## src/rtl/cnt_seq_pkg.sv

```systemverilog
// Shared types and default sizes for the counter command sequencer.
package cnt_seq_pkg;

  localparam int DEF_WIDTH  = 8;
  localparam int DEF_STEP_W = 8;

  typedef enum logic [1:0] {
    OP_CLEAR     = 2'b00,
    OP_LOAD      = 2'b01,
    OP_STEP_UP   = 2'b10,
    OP_STEP_DOWN = 2'b11
  } op_e;

  typedef enum logic [1:0] {
    ST_IDLE   = 2'd0,
    ST_ISSUE  = 2'd1,
    ST_RUN    = 2'd2,
    ST_SETTLE = 2'd3
  } state_e;

endpackage

```

## src/rtl/cnt_seq.sv

```systemverilog
// Command sequencer that drives an external loadable up/down counter one
// command at a time and reports the final value with a wrap flag.
//
// state  | meaning
// IDLE   | ready for a command; counter held by self-reload
// ISSUE  | one-cycle CLEAR or LOAD pulse to the counter
// RUN    | counter stepping, one step per cycle, N cycles
// SETTLE | counter held; capture result and pulse done
module cnt_seq
  import cnt_seq_pkg::*;
#(
  parameter int WIDTH  = DEF_WIDTH,
  parameter int STEP_W = DEF_STEP_W
) (
  input  logic             clk,
  input  logic             rst_n,
  input  logic             cmd_valid,
  output logic             cmd_ready,
  input  logic [1:0]       cmd_op,
  input  logic [WIDTH-1:0] cmd_data,
  output logic             busy,
  output logic             done,
  output logic [WIDTH-1:0] result,
  output logic             wrapped,
  output logic             cnt_rst,
  output logic             cnt_load,
  output logic             cnt_up,
  output logic [WIDTH-1:0] cnt_loadin,
  input  logic [WIDTH-1:0] cnt_y
);

  localparam logic [WIDTH-1:0]  ONE   = WIDTH'(1);
  localparam logic [WIDTH-1:0]  ALL1  = '1;
  localparam logic [STEP_W-1:0] ONE_S = STEP_W'(1);

  state_e            state, state_nxt;
  logic [STEP_W-1:0] remaining, remaining_nxt;
  logic              wrap_acc, wrap_acc_nxt;
  logic              rst_nxt, load_nxt, up_nxt, done_nxt, wrapped_nxt;
  logic [WIDTH-1:0]  loadin_nxt, result_nxt, y_after;
  logic [STEP_W-1:0] n_cmd;
  logic              wrap_hit;

  assign cmd_ready = rst_n && (state == ST_IDLE);
  assign busy      = (state != ST_IDLE);
  assign n_cmd     = cmd_data[STEP_W-1:0];
  assign wrap_hit  = (state == ST_RUN) && (cnt_up ? (cnt_y == ALL1) : (cnt_y == '0));

  // Value the counter will hold after the coming edge, so a self-reload
  // registered now reloads the post-edge value rather than a stale one.
  always_comb begin
    y_after = cnt_y - ONE;
    if (cnt_rst)       y_after = '0;
    else if (cnt_load) y_after = cnt_loadin;
    else if (cnt_up)   y_after = cnt_y + ONE;
  end

  always_comb begin
    state_nxt     = state;
    remaining_nxt = remaining;
    wrap_acc_nxt  = wrap_acc;
    rst_nxt       = 1'b0;
    load_nxt      = 1'b1;
    up_nxt        = 1'b0;
    loadin_nxt    = y_after;
    done_nxt      = 1'b0;
    result_nxt    = result;
    wrapped_nxt   = wrapped;
    case (state)
      ST_IDLE: begin
        if (cmd_valid && cmd_ready) begin
          wrap_acc_nxt = 1'b0;
          case (op_e'(cmd_op))
            OP_CLEAR: begin
              state_nxt = ST_ISSUE;
              rst_nxt   = 1'b1;
              load_nxt  = 1'b0;
            end
            OP_LOAD: begin
              state_nxt  = ST_ISSUE;
              loadin_nxt = cmd_data;
            end
            default: begin
              if (n_cmd != '0) begin
                state_nxt     = ST_RUN;
                remaining_nxt = n_cmd;
                load_nxt      = 1'b0;
                up_nxt        = (op_e'(cmd_op) == OP_STEP_UP);
              end else begin
                state_nxt = ST_SETTLE;
              end
            end
          endcase
        end
      end
      ST_ISSUE: state_nxt = ST_SETTLE;
      ST_RUN: begin
        if (wrap_hit) wrap_acc_nxt = 1'b1;
        remaining_nxt = remaining - ONE_S;
        if (remaining == ONE_S) begin
          state_nxt = ST_SETTLE;
        end else begin
          load_nxt = 1'b0;
          up_nxt   = cnt_up;
        end
      end
      ST_SETTLE: begin
        state_nxt   = ST_IDLE;
        result_nxt  = cnt_y;
        wrapped_nxt = wrap_acc;
        done_nxt    = 1'b1;
      end
      default: state_nxt = ST_IDLE;
    endcase
  end

  always_ff @(posedge clk or negedge rst_n) begin
    if (!rst_n) begin
      state      <= ST_IDLE;
      remaining  <= '0;
      wrap_acc   <= 1'b0;
      cnt_rst    <= 1'b1;
      cnt_load   <= 1'b0;
      cnt_up     <= 1'b0;
      cnt_loadin <= '0;
      done       <= 1'b0;
      result     <= '0;
      wrapped    <= 1'b0;
    end else begin
      state      <= state_nxt;
      remaining  <= remaining_nxt;
      wrap_acc   <= wrap_acc_nxt;
      cnt_rst    <= rst_nxt;
      cnt_load   <= load_nxt;
      cnt_up     <= up_nxt;
      cnt_loadin <= loadin_nxt;
      done       <= done_nxt;
      result     <= result_nxt;
      wrapped    <= wrapped_nxt;
    end
  end

endmodule

```

## config.mk

```make
export PLATFORM = sky130hd
export DESIGN_NAME = cnt_seq
export DESIGN_NICKNAME = d
export VERILOG_FILES = /design/src/rtl/cnt_seq_pkg.sv /design/src/rtl/cnt_seq.sv
export SDC_FILE = /design/constraint.sdc
export NUM_CORES = 1
export LEC_CHECK = 0
export ABC_AREA = 1
export BUFFER_PORTS_ARGS = -buffer_cell sky130_fd_sc_hd__buf_2
export CORE_MARGIN = 3
export CORE_UTILIZATION = 40
export CTS_CLUSTER_DIAMETER = 30
export DETAILED_ROUTE_END_ITERATION = 12
export PLACE_DENSITY = 0.7
export SYNTH_ARGS = -nofsm -noshare
export SYNTH_HDL_FRONTEND = slang
export SYNTH_SLANG_ARGS = --single-unit
```

## constraint.sdc

```tcl
create_clock -name clk -period 5 [get_ports clk]
set_input_delay 1 -clock clk [delete_from_list [all_inputs] [get_ports clk]]
set_output_delay 1 -clock clk [all_outputs]
set_load 0.01 [all_outputs]
```

==> run metrics, run 1 <==
max cap viols=0; Routed Antenna Nets=0; syn_area_per_cell=7.30 µm²; Die Wd=77.5 µm; WP data required=4000 ps; multi-input logic area=1110 µm²; Die ar.=6000 µm²; Peak supply drop=0.0951 mV; fmax=0.338 GHz; FILL cells=500; r2r setup slk=2990 ps; Reg-to-Reg End=remaining[0]; Clock transition at path regs=70 ps; first-pass GRT wire length=8.11 mm; worst-path cell chain=buf_2, nand2_1, inv_2, buf_2; path depth of the worst reg2reg path=8; WL/cell=11.7 µm; residual DRC count=0; Register Area=802 µm²; crit path kind=input port to primary output; TritonCTS clock tree=done; gr ovfl total=0; setup TNS=0 ps; Slew Limit Headroom=50.9%; Synth Net Count=313; Async SR Flop Fraction=100%; Crit-path slowest cell=buf_2; initial core utilization=42.4%; top-area cell type share of the netlist area=37.9%; synthesized area=2040 µm²; hold depth=2; Core Region=4820 µm²; Port Buffer Count=43; top_reg_cell synth=dfrtp_1; utilization after layout=50.2%; Post-synth EDFFs=0; Num CTS Buffers=5; sequential element share of the synthesized area=39.2%; CP most frequent cell=buf_2; Hold Vio Cnt, Final=0; total wire length=4.61 mm; vias in the first global route=1,749; setup ws final=2040 ps; Worst Hold Launch=remaining[7]; total track usage=16.7%; cell count after synthesis=280; Starting DRT DRC Count=92; Synth cell types=29; dpl hpwl=3.69 mm; worst stage delay on the critical path=570 ps; period utilisation layout=59.2%; placed cell count=386; status=finished clean; DR vias=1,895; crit path launch type=input port; initial antenna violation count=0; Placer Congestion=0.851; Final Max Tran Viols=0; largest cells by area after synthesis=dfrtp_1, nand2_1, nor2_1; cell area after layout=2420 µm²; pre-CTS WS=1980 ps; Hold Buf Count CTS=0; Clock Skews=10.1 ps; setup violators final=0; flops & latches, synth=32; die height=77.5 µm; min cycle time layout=2960 ps; reg2reg start=state[0]; worst slew pin tran=737 ps; htree depth=2; Skew-Pair Late Insertion Delay=280 ps; YS warnings=0; pwr dens=219 nW/µm²; Vias/cell=4.81; Hold Path Class=flip-flop to flip-flop; RSZ-0062 raised after global routing=false; Max clock buf depth=2; Area Growth Syn to Fin=18.3%; hold endpoint=remaining[7]; proportion of layout cells with a drive suffix above 1=20.8%; Worst EP arrival=1960 ps; post_cts resized=0; number of core rows=25; CP Capture Type=primary output; IO Pins=44; Post-DP Area=2330 µm²; # clock sinks=32; final std cells w/o fill=394; Yosys top cell by area=dfrtp_1; DRT Pass-1 Iters=4; fin nets=359; worst-path fanout max=33; pin count of the biggest net entering global routing=34; postcts setup bufs=0; Pleak=1.35 nW; clk root buf=clkbuf_8; ANT cells=0
-- where the power goes --
part	internal (mW)	switching [mW]
registers	0.265	0.00308
clock network	0.112	0.0897
logic	0.0233	0.0371
-- metrics by stage --
step | hold slack (ps) | power [mW]
finish | 479 | 0.530
global route | 495 | 0.563
CTS | 483 | 0.538
detailed placement | 466 | 0.334
global placement | 466 | 0.333
floorplan | 443 | 0.303
-- how the worst max path moves through the flow --
stage,start,endpoint
finish,rst_n,cmd_ready
CTS,rst_n,cmd_ready
global placement,rst_n,cmd_ready
floorplan,rst_n,cmd_ready
detailed placement,rst_n,cmd_ready
global route,rst_n,cmd_ready
-- cells by family after synthesis --
group,count (synthesis),synth area share [%]
buf+inv,36,6.61
mux,9,4.84
compound gates,32,8.63
flops,32,39.2
fa+ha+maj,12,7.71
simple gates,157,32.1
xor+xnor,2,0.857
-- cell type report --
class / count / share of cell area (%)
clock buffer: 8 / 3.72
inverter: 32 / 4.97
multi-input combinational: 212 / 45.8
sequential: 32 / 33.2
tap: 67 / 3.47
timing repair buffer: 43 / 8.90
-- synth_stat cells (all sizes together), types with 2 or more instances --
cell	count
ha	11
nor2	38
clkbuf	4
nand3	17
nand4	4
mux2	7
nand3b	3
o21ai	20
a21oi	10
dfrtp	31
mux2i	2
inv	32
or2	3
nand2	91
-- critical path, delay by kind of cell --
| kind | cells | cell delay, ps |
|---|---|---|
| simple gates | 1 | 150 |
| buf+inv | 3 | 800 |
-- layout by cell type, fill, tap and decap left out, types with 4 or more instances in the layout --
cell type / n
ha_1: 11
clkbuf_8: 6
nor2_1: 38
nand4_1: 4
buf_2: 43
a21oi_1: 9
mux2_2: 7
inv_1: 30
nand3_1: 17
nand2_1: 88
dfrtp_1: 31
o21ai_0: 16
-- sequential cells by signal, summed over array words and instances, names as in the netlist --
name and flops:
state 2, wrap_acc 1, cnt_loadin 8, cnt_load 1, cnt_up 1, done 1
cnt_rst 1, remaining 8, result 8, wrapped 1
-- layer usage --
metal  part of all wire, %  wire length (µm)  global-route usage, %
met4                  0.17                 8                   3.74
met3                   6.4               293                   4.41
met2                    46              2150                   26.8
met5                     0                 0                      0
met1                    47              2170                   22.5
Power figures use the tool's default switching activity.
==> inputs of run 2 (changes only) <==
==> constraint.sdc (replaced) <==
create_clock -name clk -period 2.8 [get_ports clk]
set_input_delay 0.56 -clock clk [delete_from_list [all_inputs] [get_ports clk]]
set_output_delay 0.56 -clock clk [all_outputs]
set_load 0.01 [all_outputs]
==> run metrics, run 2 (same netlist as run 1, synthesis figures left out) <==
ANT cells=0 (unchanged); WL/cell=12.1 µm (+3.7%); Num CTS Buffers=5 (unchanged); Final Max Tran Viols=0 (unchanged); Reg power frac=51.6% (+1.1 points); switching part of the total=26.3% (+1.8 points); Core Region=4820 µm² (unchanged); Starting DRT DRC Count=121 (+32%); Fin Hold WS=320 ps (-159 ps); Port Buffer Count=43 (unchanged); WP data required=2240 ps (-1760 ps); internal power=0.684 mW (+71%); gr ovfl total=0 (unchanged); pwr dens=384 nW/µm² (+75%); Skew-Pair Late Insertion Delay=280 ps (about the same); Hold Vio Cnt, Final=0 (unchanged); crit path kind=flip-flop to primary output; clock network power share=36.6% (-1.5 points); number of core rows=25 (unchanged); Area Growth Syn to Fin=18.2% (about the same); Slew Limit Headroom=69.6% (+19 points); pin count of the biggest net entering global routing=33 (-2.9%); fmax=0.497 GHz; fin nets=360 (+0.28%); clk root buf=clkbuf_8; IO Pins=44 (unchanged); most frequent cells in the layout=nand2_1, buf_2, nor2_1; proportion of layout cells with a drive suffix above 1=21.4% (+0.61 points); initial core utilization=42.4% (unchanged); min cycle time layout=2010 ps; Net Switching=0.244 mW (+88%); Clock transition at path regs=70 ps (about the same); total wire length=4.78 mm (+3.7%); DR vias=1,884 (-0.58%); Clock Skews=5.91 ps (-4.18 ps); max cap viols=0 (unchanged); setup TNS=0 ps (unchanged); RSZ-0062 raised after global routing=false; Pleak=1.35 nW (about the same); Vias/cell=4.78 (-0.58%); most common cell after layout, fill and taps aside=nand2_1; postcts setup bufs=0 (unchanged); setup violators final=0 (unchanged); CP Capture Type=primary output; crit path launch type=flip-flop; setup ws final=787 ps (-1250 ps); worst-path fanout max=8 (-76%); Routed Antenna Nets=0 (unchanged); Worst EP arrival=1450 ps (-510 ps); dpl hpwl=3.86 mm (+4.9%); Hold Buf Count CTS=0 (unchanged); status=finished clean; Die Wd=77.5 µm (unchanged); Max clock buf depth=2 (unchanged); Die ar.=6000 µm² (unchanged); vias in the first global route=1,714 (-2.0%); # clock sinks=32 (unchanged); period utilisation layout=71.9%; die height=77.5 µm (unchanged); initial antenna violation count=0 (unchanged); pre-CTS WS=930 ps (-1050 ps); Peak supply drop=0.141 mV (+48%); DRT Pass-1 Iters=4 (unchanged); post_cts resized=0 (unchanged); residual DRC count=0 (unchanged); Hold Path Class=input port to async pin; Combinational Power Share=11.9% (+0.5 points); Tot Pwr=0.928 mW (+75%); top flop regs=cnt_loadin (8), remaining (8), result (8); worst slew pin tran=456 ps (-280 ps); utilization after layout=50.2% (about the same); total track usage=17.0% (+0.34 points); htree depth=2 (unchanged); Placer Congestion=0.938 (+10%); FILL cells=488 (-2.4%); TritonCTS clock tree=done; first-pass GRT wire length=8.11 mm (about the same)
-- run 2: worst paths after layout --
path / startpoint / end / depth (start not counted) / slack, ps
max in group asynchronous: rst_n / cnt_rst / 2 / 2160
worst min-delay path: rst_n / cnt_loadin[6] / 2 / 320
worst min register to register: remaining[7] / remaining[7] / 2 / 490
worst max register to register: state[0] / remaining[7] / 8 / 910
min in group clk: cmd_op[1] / cnt_rst / 2 / 460
worst max-delay path: state[0] / cmd_ready / 5 / 790
-- run 2: critical path: stages (launching register included) --
cell	delay, ps
dfrtp_1	390
inv_1	100
ha_1	350
nand2_1	110
inv_2	90
buf_2	130
-- run 2: layout make-up --
cell class / count / area [µm²] / share of cell area [%]
inverters: 32 / 120 / 4.97
clock buffers: 5 / 68.8 / 2.85
well taps: 67 / 83.8 / 3.47
multi-input cells: 212 / 1110 / 45.8
repair buffers: 44 / 223 / 9.21
clock inverters: 2 / 12.5 / 0.518
flip-flops and latches: 32 / 802 / 33.2
-- run 2: metal layers --
metal	track usage (%)	part of all wire [%]	routed length, µm
met1	22.7	46	2180
met2	26.9	47	2270
met4	6.05	1.3	64
met5	0	0	0
met3	3.83	5.6	266
-- run 2: stage by stage --
| stage | instance area [µm²] | cells |
|---|---|---|
| global route | 2420 | 394 |
| detailed placement | 2340 | 387 |
| global placement | 2340 | 387 |
| CTS | 2420 | 394 |
| finish | 2420 | 394 |
| floorplan | 2040 | 280 |
-- run 2: power by group through the flow --
stage          Sequential, mW  Clock [mW]  Combinational (mW)
2_1_floorplan           0.492           0              0.0480
3_3_place_gp            0.487           0               0.110
3_5_place_dp            0.487           0               0.112
4_1_cts                 0.478       0.351               0.112
5_1_grt                 0.480       0.366               0.125
6_report                0.479       0.340               0.110
==> inputs of run 3 (changes only) <==
==> constraint.sdc (replaced) <==
create_clock -name clk -period 2 [get_ports clk]
set_input_delay 0.4 -clock clk [delete_from_list [all_inputs] [get_ports clk]]
set_output_delay 0.4 -clock clk [all_outputs]
set_load 0.01 [all_outputs]
==> run metrics, run 3 (same netlist as run 1, synthesis figures left out) <==
Register Area=802 µm² (unchanged); Core Region=4820 µm² (unchanged); Peak supply drop=0.403 mV (+190%); Placer Congestion=0.924 (-1.5%); pwr dens=608 nW/µm² (+58%); min cycle time layout=1830 ps; die height=77.5 µm (unchanged); Skew-Pair Late Insertion Delay=290 ps (about the same); Hold Vio Cnt, Final=0 (unchanged); Worst EP arrival=1430 ps (-20 ps); DR vias=1,878 (-0.32%); DRT Pass-1 Iters=4 (unchanged); fmax=0.547 GHz; Port Buffer Count=43 (unchanged); utilization after layout=51.3% (+1.1 points); initial core utilization=42.4% (unchanged); RSZ-0062 raised after global routing=false; Routed Antenna Nets=0 (unchanged); multi-input logic area=1110 µm² (unchanged); worst-path fanout max=8 (unchanged); setup ws final=171 ps (-616 ps); IO Pins=44 (unchanged); setup TNS=0 ps (unchanged); Slew Limit Headroom=70.0% (+0.41 points); Area Growth Syn to Fin=20.8%; Hold Buf Count CTS=0 (unchanged); path depth of the worst reg2reg path=9 (+1); status=finished clean; Num CTS Buffers=5 (unchanged); number of core rows=25 (unchanged); cell area after layout=2470 µm² (+2.2%); residual DRC count=0 (unchanged); Max clock buf depth=2 (unchanged); Tot Pwr=1.50 mW (+62%); # clock sinks=32 (unchanged); top flop regs=cnt_loadin (8), remaining (8), result (8); first-pass GRT wire length=7.91 mm (-2.5%); ANT cells=0 (unchanged); htree depth=2 (unchanged); setup violators final=0 (unchanged); postcts setup bufs=0 (unchanged); crit path launch type=flip-flop; Die ar.=6000 µm² (unchanged); post_cts resized=0 (unchanged); initial antenna violation count=0 (unchanged); total wire length=4.79 mm (+0.10%); Post-DP Area=2340 µm² (+0.32%); Hold Path Class=input port to async pin; Final Max Tran Viols=0 (unchanged); Starting DRT DRC Count=72 (-40%); crit path kind=flip-flop to primary output; Clock Skews=3.41 ps (-2.50 ps); pre-CTS WS=217 ps (-713 ps); final std cells w/o fill=396 (+0.51%); clk root buf=clkbuf_8; period utilisation layout=91.5%; Die Wd=77.5 µm (unchanged); proportion of layout cells with a drive suffix above 1=21.9% (+0.48 points); total track usage=16.8% (-0.23 points); WP data required=1600 ps (-640 ps); TritonCTS clock tree=done; most common cell after layout, fill and taps aside=nand2_1; fin nets=361 (+0.28%); Clock transition at path regs=70 ps (about the same); worst slew pin tran=450 ps (-6.10 ps); pin count of the biggest net entering global routing=33 (unchanged); Fin Hold WS=161 ps (-159 ps); CP Capture Type=primary output; FILL cells=481 (-1.4%); Vias/cell=4.74 (-0.82%); dpl hpwl=3.83 mm (-0.87%); vias in the first global route=1,727 (+0.76%); Pleak=1.38 nW (+2.1%); placed cell count=388 (+0.26%); max cap viols=0 (unchanged); gr ovfl total=0 (unchanged); most frequent cells in the layout=nand2_1, buf_2, nor2_1; WL/cell=12.1 µm (-0.40%)
==> run 3: changes by cell type in the layout (fill, tap and decap cells not counted), sizes merged <==
cell,previous run,this run
bufinv,0,1
clkinv,1,0
clkinvlp,1,0
buf,44,45
clkbuf,5,7
==> run 3: final cells by class <==
cell class	instances	area share (%)
flip-flops and latches	32	32.5
repair buffers	45	9.32
well taps	67	3.39
clock inverters	1	1.22
clock buffers	7	3.90
multi-input cells	212	44.8
inverters	32	4.86
==> run 3: metal layers <==
metal,up-vias,GRT usage (%),part of all wire (%)
met5,-,0,0
met4,0,7.47,2.3
met3,12,3.25,4.7
met2,39,27.7,48
met1,845,21.2,45
li1,982,-,-
==> run 3: worst paths after layout <==
| kind | startpoint | slack (ps) | endpoint |
|---|---|---|---|
| setup / recovery | state[0] | 170 | cmd_ready |
| hold / removal | rst_n | 160 | cnt_loadin[4] |
| setup reg to reg | cnt_up | 190 | cnt_loadin[7] |
| hold reg to reg | remaining[7] | 490 | remaining[7] |
| max in group asynchronous | rst_n | 1510 | cnt_rst |
| min in group clk | cmd_op[1] | 300 | cnt_rst |
==> run 3: worst max-delay path, cell delays in order (launching register included) <==
cell	delay (ps)
dfrtp_1	390
inv_1	90
ha_1	340
nand2_1	110
inv_2	90
buf_2	130
==> run 3: power by group <==
part,switching (mW),internal [mW]
Combinational,0.0935,0.0597
Clock,0.240,0.439
Sequential,0.00749,0.662
Total,0.341,1.16
